`src/rtl/mem_port_arbiter_if.sv`:
```
// rtl/mem_port_arbiter_if.sv - request/response and byte-RAM signals of the memory port arbiter
// master is the arbiter side (it drives the RAM); slave is the core/RAM environment side.
interface mem_port_arbiter_if;
  logic        rdy;
  logic        clear;
  logic        if_req;
  logic [31:0] if_addr;
  logic        if_done;
  logic [31:0] if_data;
  logic        ld_req;
  logic        st_req;
  logic [31:0] ls_addr;
  logic [1:0]  ls_size;
  logic [31:0] ls_wdata;
  logic        ls_done;
  logic [31:0] ls_rdata;
  logic [7:0]  mem_din;
  logic [7:0]  mem_dout;
  logic [31:0] mem_a;
  logic        mem_wr;
  logic        io_buffer_full;

  modport master (
    input  rdy, clear, if_req, if_addr, ld_req, st_req, ls_addr, ls_size, ls_wdata,
           mem_din, io_buffer_full,
    output if_done, if_data, ls_done, ls_rdata, mem_dout, mem_a, mem_wr
  );

  modport slave (
    output rdy, clear, if_req, if_addr, ld_req, st_req, ls_addr, ls_size, ls_wdata,
           mem_din, io_buffer_full,
    input  if_done, if_data, ls_done, ls_rdata, mem_dout, mem_a, mem_wr
  );
endinterface

```
`src/rtl/mem_port_arbiter.sv`:
```
// rtl/mem_port_arbiter.sv - shares one byte-wide RAM port between instruction fetch and load/store
// Transfers are serialised one byte per cycle, little-endian, with a one-cycle idle gap after each done.
module mem_port_arbiter (
  input  logic               clk,
  input  logic               rst,
  mem_port_arbiter_if.master bus
);

  typedef enum logic [1:0] {
    S_IDLE,
    S_READ,
    S_WRITE
  } state_t;

  state_t      r_state;
  logic [1:0]  r_cnt;
  logic [1:0]  r_n;
  logic        r_last_ls;
  logic        r_is_fetch;
  logic [31:0] r_addr;
  logic [31:0] r_wdata;
  logic [31:0] r_buf;
  logic [31:0] r_mem_a;
  logic [7:0]  r_mem_dout;
  logic        r_mem_wr;
  logic        r_if_done;
  logic        r_ls_done;
  logic [31:0] r_if_data;
  logic [31:0] r_ls_rdata;

  logic        w_uart_blocked;
  logic        w_st_ok;
  logic        w_can_grant;
  logic        w_fetch_pri;
  logic        w_grant_st;
  logic        w_grant_ld;
  logic        w_grant_if;
  logic [1:0]  w_size_n;
  logic [1:0]  w_lane_next;
  logic [31:0] w_next_a;
  logic [7:0]  w_next_byte;
  logic [31:0] w_buf_next;

  // The UART data/status words must not be written while its buffer is full.
  assign w_uart_blocked = bus.io_buffer_full &&
                          ((bus.ls_addr == 32'h0003_0000) || (bus.ls_addr == 32'h0003_0004));
  assign w_st_ok        = bus.st_req && !w_uart_blocked;
  assign w_can_grant    = !bus.clear && !r_if_done && !r_ls_done;
  assign w_fetch_pri    = r_last_ls && bus.if_req;
  assign w_grant_st     = w_can_grant && !w_fetch_pri && w_st_ok;
  assign w_grant_ld     = w_can_grant && !w_fetch_pri && !w_st_ok && bus.ld_req;
  assign w_grant_if     = w_can_grant && bus.if_req && (w_fetch_pri || (!w_st_ok && !bus.ld_req));

  always_comb begin
    case (bus.ls_size)
      2'd0:    w_size_n = 2'd0;
      2'd1:    w_size_n = 2'd1;
      default: w_size_n = 2'd3;
    endcase
  end

  assign w_lane_next = r_cnt + 2'd1;
  assign w_next_a    = r_addr + 32'(r_cnt) + 32'd1;
  assign w_next_byte = r_wdata[{w_lane_next, 3'b000} +: 8];

  always_comb begin
    w_buf_next                      = r_buf;
    w_buf_next[{r_cnt, 3'b000} +: 8] = bus.mem_din;
  end

  always_ff @(posedge clk) begin
    if (rst) begin
      r_state    <= S_IDLE;
      r_cnt      <= 2'd0;
      r_n        <= 2'd0;
      r_last_ls  <= 1'b0;
      r_is_fetch <= 1'b0;
      r_addr     <= 32'd0;
      r_wdata    <= 32'd0;
      r_buf      <= 32'd0;
      r_mem_a    <= 32'd0;
      r_mem_dout <= 8'd0;
      r_mem_wr   <= 1'b0;
      r_if_done  <= 1'b0;
      r_ls_done  <= 1'b0;
      r_if_data  <= 32'd0;
      r_ls_rdata <= 32'd0;
    end else if (bus.rdy) begin
      r_if_done <= 1'b0;
      r_ls_done <= 1'b0;
      case (r_state)
        S_IDLE: begin
          if (w_grant_st) begin
            r_state    <= S_WRITE;
            r_addr     <= bus.ls_addr;
            r_mem_a    <= bus.ls_addr;
            r_wdata    <= bus.ls_wdata;
            r_mem_dout <= bus.ls_wdata[7:0];
            r_mem_wr   <= 1'b1;
            r_cnt      <= 2'd0;
            r_n        <= w_size_n;
            r_last_ls  <= 1'b1;
          end else if (w_grant_ld || w_grant_if) begin
            r_state    <= S_READ;
            r_is_fetch <= w_grant_if;
            r_addr     <= w_grant_if ? bus.if_addr : bus.ls_addr;
            r_mem_a    <= w_grant_if ? bus.if_addr : bus.ls_addr;
            r_mem_wr   <= 1'b0;
            r_cnt      <= 2'd0;
            r_n        <= w_grant_if ? 2'd3 : w_size_n;
            r_buf      <= 32'd0;
            r_last_ls  <= w_grant_ld;
          end
        end
        S_READ: begin
          if (bus.clear) begin
            r_state <= S_IDLE;
          end else begin
            r_buf <= w_buf_next;
            if (r_cnt < r_n) begin
              r_mem_a <= w_next_a;
              r_cnt   <= r_cnt + 2'd1;
            end else begin
              r_state <= S_IDLE;
              if (r_is_fetch) begin
                r_if_done <= 1'b1;
                r_if_data <= w_buf_next;
              end else begin
                r_ls_done  <= 1'b1;
                r_ls_rdata <= w_buf_next;
              end
            end
          end
        end
        S_WRITE: begin
          // A store has already been committed, so a flush does not stop it.
          if (r_cnt < r_n) begin
            r_mem_a    <= w_next_a;
            r_mem_dout <= w_next_byte;
            r_cnt      <= r_cnt + 2'd1;
          end else begin
            r_mem_wr  <= 1'b0;
            r_state   <= S_IDLE;
            r_ls_done <= 1'b1;
          end
        end
        default: r_state <= S_IDLE;
      endcase
    end
  end

  assign bus.mem_a    = r_mem_a;
  assign bus.mem_dout = r_mem_dout;
  assign bus.mem_wr   = r_mem_wr;
  assign bus.if_done  = r_if_done;
  assign bus.if_data  = r_if_data;
  assign bus.ls_done  = r_ls_done;
  assign bus.ls_rdata = r_ls_rdata;

endmodule

```
`src/flat_wrapper.sv`:
```
// flat-port wrapper written by rule: the top's interface ports become plain ports
module mem_port_arbiter_flat 
  (clk, rst, bus_rdy, bus_clear, bus_if_req, bus_if_addr, bus_ld_req, bus_st_req, bus_ls_addr, bus_ls_size, bus_ls_wdata, bus_mem_din, bus_io_buffer_full, bus_if_done, bus_if_data, bus_ls_done, bus_ls_rdata, bus_mem_dout, bus_mem_a, bus_mem_wr);
  mem_port_arbiter_if bus_i ();
  input  logic clk;
  input  logic rst;
  input wire logic [$bits(bus_i.rdy)-1:0] bus_rdy;
  input wire logic [$bits(bus_i.clear)-1:0] bus_clear;
  input wire logic [$bits(bus_i.if_req)-1:0] bus_if_req;
  input wire logic [$bits(bus_i.if_addr)-1:0] bus_if_addr;
  input wire logic [$bits(bus_i.ld_req)-1:0] bus_ld_req;
  input wire logic [$bits(bus_i.st_req)-1:0] bus_st_req;
  input wire logic [$bits(bus_i.ls_addr)-1:0] bus_ls_addr;
  input wire logic [$bits(bus_i.ls_size)-1:0] bus_ls_size;
  input wire logic [$bits(bus_i.ls_wdata)-1:0] bus_ls_wdata;
  input wire logic [$bits(bus_i.mem_din)-1:0] bus_mem_din;
  input wire logic [$bits(bus_i.io_buffer_full)-1:0] bus_io_buffer_full;
  output wire logic [$bits(bus_i.if_done)-1:0] bus_if_done;
  output wire logic [$bits(bus_i.if_data)-1:0] bus_if_data;
  output wire logic [$bits(bus_i.ls_done)-1:0] bus_ls_done;
  output wire logic [$bits(bus_i.ls_rdata)-1:0] bus_ls_rdata;
  output wire logic [$bits(bus_i.mem_dout)-1:0] bus_mem_dout;
  output wire logic [$bits(bus_i.mem_a)-1:0] bus_mem_a;
  output wire logic [$bits(bus_i.mem_wr)-1:0] bus_mem_wr;
  assign bus_i.rdy = bus_rdy;
  assign bus_i.clear = bus_clear;
  assign bus_i.if_req = bus_if_req;
  assign bus_i.if_addr = bus_if_addr;
  assign bus_i.ld_req = bus_ld_req;
  assign bus_i.st_req = bus_st_req;
  assign bus_i.ls_addr = bus_ls_addr;
  assign bus_i.ls_size = bus_ls_size;
  assign bus_i.ls_wdata = bus_ls_wdata;
  assign bus_i.mem_din = bus_mem_din;
  assign bus_i.io_buffer_full = bus_io_buffer_full;
  assign bus_if_done = bus_i.if_done;
  assign bus_if_data = bus_i.if_data;
  assign bus_ls_done = bus_i.ls_done;
  assign bus_ls_rdata = bus_i.ls_rdata;
  assign bus_mem_dout = bus_i.mem_dout;
  assign bus_mem_a = bus_i.mem_a;
  assign bus_mem_wr = bus_i.mem_wr;
  mem_port_arbiter u_core (.clk(clk), .rst(rst), .bus(bus_i));
endmodule
```
`config.mk`:
```
export PLATFORM = sky130hd
export DESIGN_NAME = mem_port_arbiter_flat
export DESIGN_NICKNAME = d
export VERILOG_FILES = /design/src/rtl/mem_port_arbiter_if.sv /design/src/rtl/mem_port_arbiter.sv /design/src/flat_wrapper.sv
export SDC_FILE = /design/constraint.sdc
export NUM_CORES = 1
export LEC_CHECK = 0
export ABC_CLOCK_PERIOD_IN_PS = 5500
export CELL_PAD_IN_SITES_DETAIL_PLACEMENT = 0
export CELL_PAD_IN_SITES_GLOBAL_PLACEMENT = 1
export CORE_UTILIZATION = 41
export DETAILED_ROUTE_END_ITERATION = 8
export GPL_ROUTABILITY_DRIVEN = 0
export GPL_TIMING_DRIVEN = 0
export PLACE_DENSITY = 0.87
export REMOVE_ABC_BUFFERS = 1
export SKIP_LAST_GASP = 1
export SLEW_MARGIN = 0
export SYNTH_ARGS = -nofsm -noshare
export SYNTH_HDL_FRONTEND = slang
export SYNTH_SLANG_ARGS = --single-unit
```
`constraint.sdc`:
```
create_clock -name clk -period 5.5 [get_ports clk]
set_input_delay 1.375 -clock clk [delete_from_list [all_inputs] [get_ports clk]]
set_output_delay 1.375 -clock clk [all_outputs]
set_load 0.05 [all_outputs]
```
==> reports/qor.yml <==
run_status:
  status: "complete, no violations"
placement:
  io_buffers: 220
  post-dp-hpwl_um: 17500
  dp_worst_setup_slack_ps: 914
  placed_cells: 1570
critical_path:
  r2r_setup_slack_ps: 1700
  worstPathArrival_ps: 4440
  crit_cells: 9
  reg2reg_depth: 6
  cp-startpoint: "bus_ls_addr[19]"
  regToRegStartpoint: "u_core.r_cnt[0]"
  startpoint_type: "primary input"
  max_stage_delay_ps: 730
  crit_family: "compound AO/OA/AOI/OAI gates"
  crit_chain: "clkdlybuf4s50_1 > nor4_1 > nand4_1 > o211ai_1 > nand2_2 > a21oi_4 > buf_12 > mux2i_1 > nor2_1"
  critical_path_class: "primary input to register"
  cp_max_fo: 36
  endpoint: "u_core.r_addr[23]"
  slowest_stage: "a21oi_4"
  critPathRequiredTime_ps: 5880
  end_kind: "register"
  crit_buf_inv: 2
  reg2reg_to: "u_core.r_buf[18]"
power:
  ir_worst_vdd_mv: 0.200
  powerDensity_nw_per_um2: 293
  power_mw: 3.79
  p_leak_nw: 4.47
synthesis:
  synthArstFlopShare: 0
  yosys.cell_types.count: 55
  syn_area_um2: 9750
  synth_ff_type: "dfxtp_1"
  synth.avg_cell_area_um2: 8.76
  yosysWarnings: 0
  yosys_register_bits: 211
  ys_seq_area_frac: 0.433
  syn_inst: 1113
  synth_edf_count: 0
cts:
  cts_tree: "built"
  htree_levels: 1
  post_cts_buffers: 0
  hold_buffers: 0
  cts_resized: 0
  cts.clk_slew.worst_paths_ps: 60
  cts_buffers: 23
  cts_root_buf: "clkbuf_16"
  clock-sinks: 211
  clkLatencyLatePin_ps: 510
  clockBufferDepth: 3
sta:
  hold_viol: 0
  rsz0062_at_grt: "false"
  worst_pin_slew_ps: 1260
  relSlewSlack: 0.162
  setup_violations: 0
  fin_crit_sh: 0.739
  fmax_ghz: 0.246
  timing.final.ws_setup_ps: 1430
  drv_slew: 0
  fin_crit_ps: 4070
  fin_skew_ps: 7.65
floorplan:
  start_util: 0.416
  placement_rows: 56
  core_area_um2: 23400
  chipHeight_um: 156
  ioPinCount: 221
  die_w_um: 156
  die-area_um2: 24400
drt:
  drc: 0
  first_pass_iters: 4
  post_drt_wl_per_cell_um: 16.1
  vias: 8478
  vias_per_cell: 5.25
  dr.first_iter.drc_count: 409
  ant_nets: 0
  wl_um: 25900
grt:
  grt_max_degree: 129
  grt_pass1_wl_um: 41900
  antenna_found_initial: 1
  gr-total-overflow: 0
  grt_pass1_vias: 8028
  grt_usage: 0.212
cells_and_area:
  nets: 1405
  final_util: 0.554
  drive_gt1_frac: 0.0587
  instances_no_fill: 1615
  syn_to_final_growth_pct: 32.9
job:
  cap_violations: 0
worst_hold_path:
  min_path_type: "register to register"
==> power by group <==
part	switching [mW]	internal, mW	leakage [nW]
logic	0.372	0.264	2.39
clock network	0.625	0.887	0.365
registers	0.0506	1.60	1.71
total	1.05	2.75	4.47
==> registers in the layout (all words and copies together) (netlist names), 8 cells and up <==
| signal | cells |
|---|---|
| u_core.bus.mem_dout | 8 |
| u_core.bus.mem_a | 32 |
| u_core.r_wdata | 32 |
| u_core.bus.ls_rdata | 32 |
| u_core.r_buf | 32 |
| u_core.bus.if_data | 32 |
| u_core.r_addr | 32 |
==> cell usage in the layout (no fill, tap or decap), drive strengths merged, types with 4 or more instances in the layout <==
master and count:
nor2b 37, a31oi 4, mux2i 46, a211o 4, clkdlybuf4s50 219, nor2 124
mux4 8, nand3b 32, nor3 5, dfxtp 211, ha 12, a211oi 114
clkinv 5, a31o 16, o211ai 9, inv 16, nand2b 34, nand3 15
a21oi 116, nor4 5, nand2 108, o21ai 21, xnor2 19, xor2 9
clkbuf 34, and3 8, a22o 5, and2 4, buf 11, and4 4
mux2 5, nand4 9
==> final cells by class <==
class                   instances  area, µm²
flip-flops and latches        211       4220
clock buffers                  34        667
clock inverters                 8       71.3
well taps                     319        399
repair buffers                230       2430
fillers                      2195      10400
multi-input cells             797       5100
inverters                      15       56.3
diodes                          1       2.50
==> worst min path at each step <==
stage                       start                 end  slack [ps]  depth (start not counted)
6_report       u_core.r_wdata[10]  u_core.r_wdata[10]         450                          2
5_1_grt         u_core.r_wdata[5]   u_core.r_wdata[5]         470                          2
4_1_cts         u_core.r_wdata[6]   u_core.r_wdata[6]         460                          2
3_5_place_dp    u_core.r_wdata[2]   u_core.r_wdata[2]         450                          2
3_3_place_gp    u_core.r_wdata[1]   u_core.r_wdata[1]         440                          2
2_1_floorplan  u_core.r_wdata[24]  u_core.r_wdata[24]         430                          2
==> cells by family after synthesis <==
kind of cell,count (synthesis),synth area share
and+or+nand+nor,393,0.198
AOI/OAI and AO/OA,304,0.208
DFF,211,0.433
buffers and inverters,105,0.0465
muxes,59,0.0715
xor gates and xnor gates,28,0.0252
adders and majority gates,13,0.0175
==> worst register-to-register path: cells and delay by family, from the launching register on <==
kind / cells / cell delay (ps)
AOI/OAI and AO/OA: 2 / 450
and+or+nand+nor: 2 / 1170
buffers and inverters: 1 / 330
adders and majority gates: 1 / 820
DFF: 1 / 960
==> cells in the mapped netlist (all sizes together), types with 16 or more instances <==
master  number  area (µm²)
a211oi     114         856
a21oi      116         592
a31o        16         140
buf         35         190
clkbuf      55         206
dfxtp      211        4220
mux2i       46         460
nand2      108         405
nand2b      34         213
nand3b      32         240
nor2       124         465
nor2b       37         231
o21ai       21         105
xnor2       19         166
==> metal layers <==
metal  track usage  part of all wire
met1         0.288              0.46
met2         0.343              0.46
met3        0.0428             0.055
met4        0.0514             0.020
met5             0                 0
==> metrics by stage <==
stage | hold slack, ps | TNS [ps] | cell area, µm²
after CTS | 455 | 0 | 12900
final | 453 | 0 | 13000
after global routing | 466 | 0 | 13000
after detailed placement | 447 | 0 | 12200
after global placement | 440 | -470720 | 12000
after floorplan | 427 | 0 | 9350
Note: power is estimated with default switching activity, not from simulation.
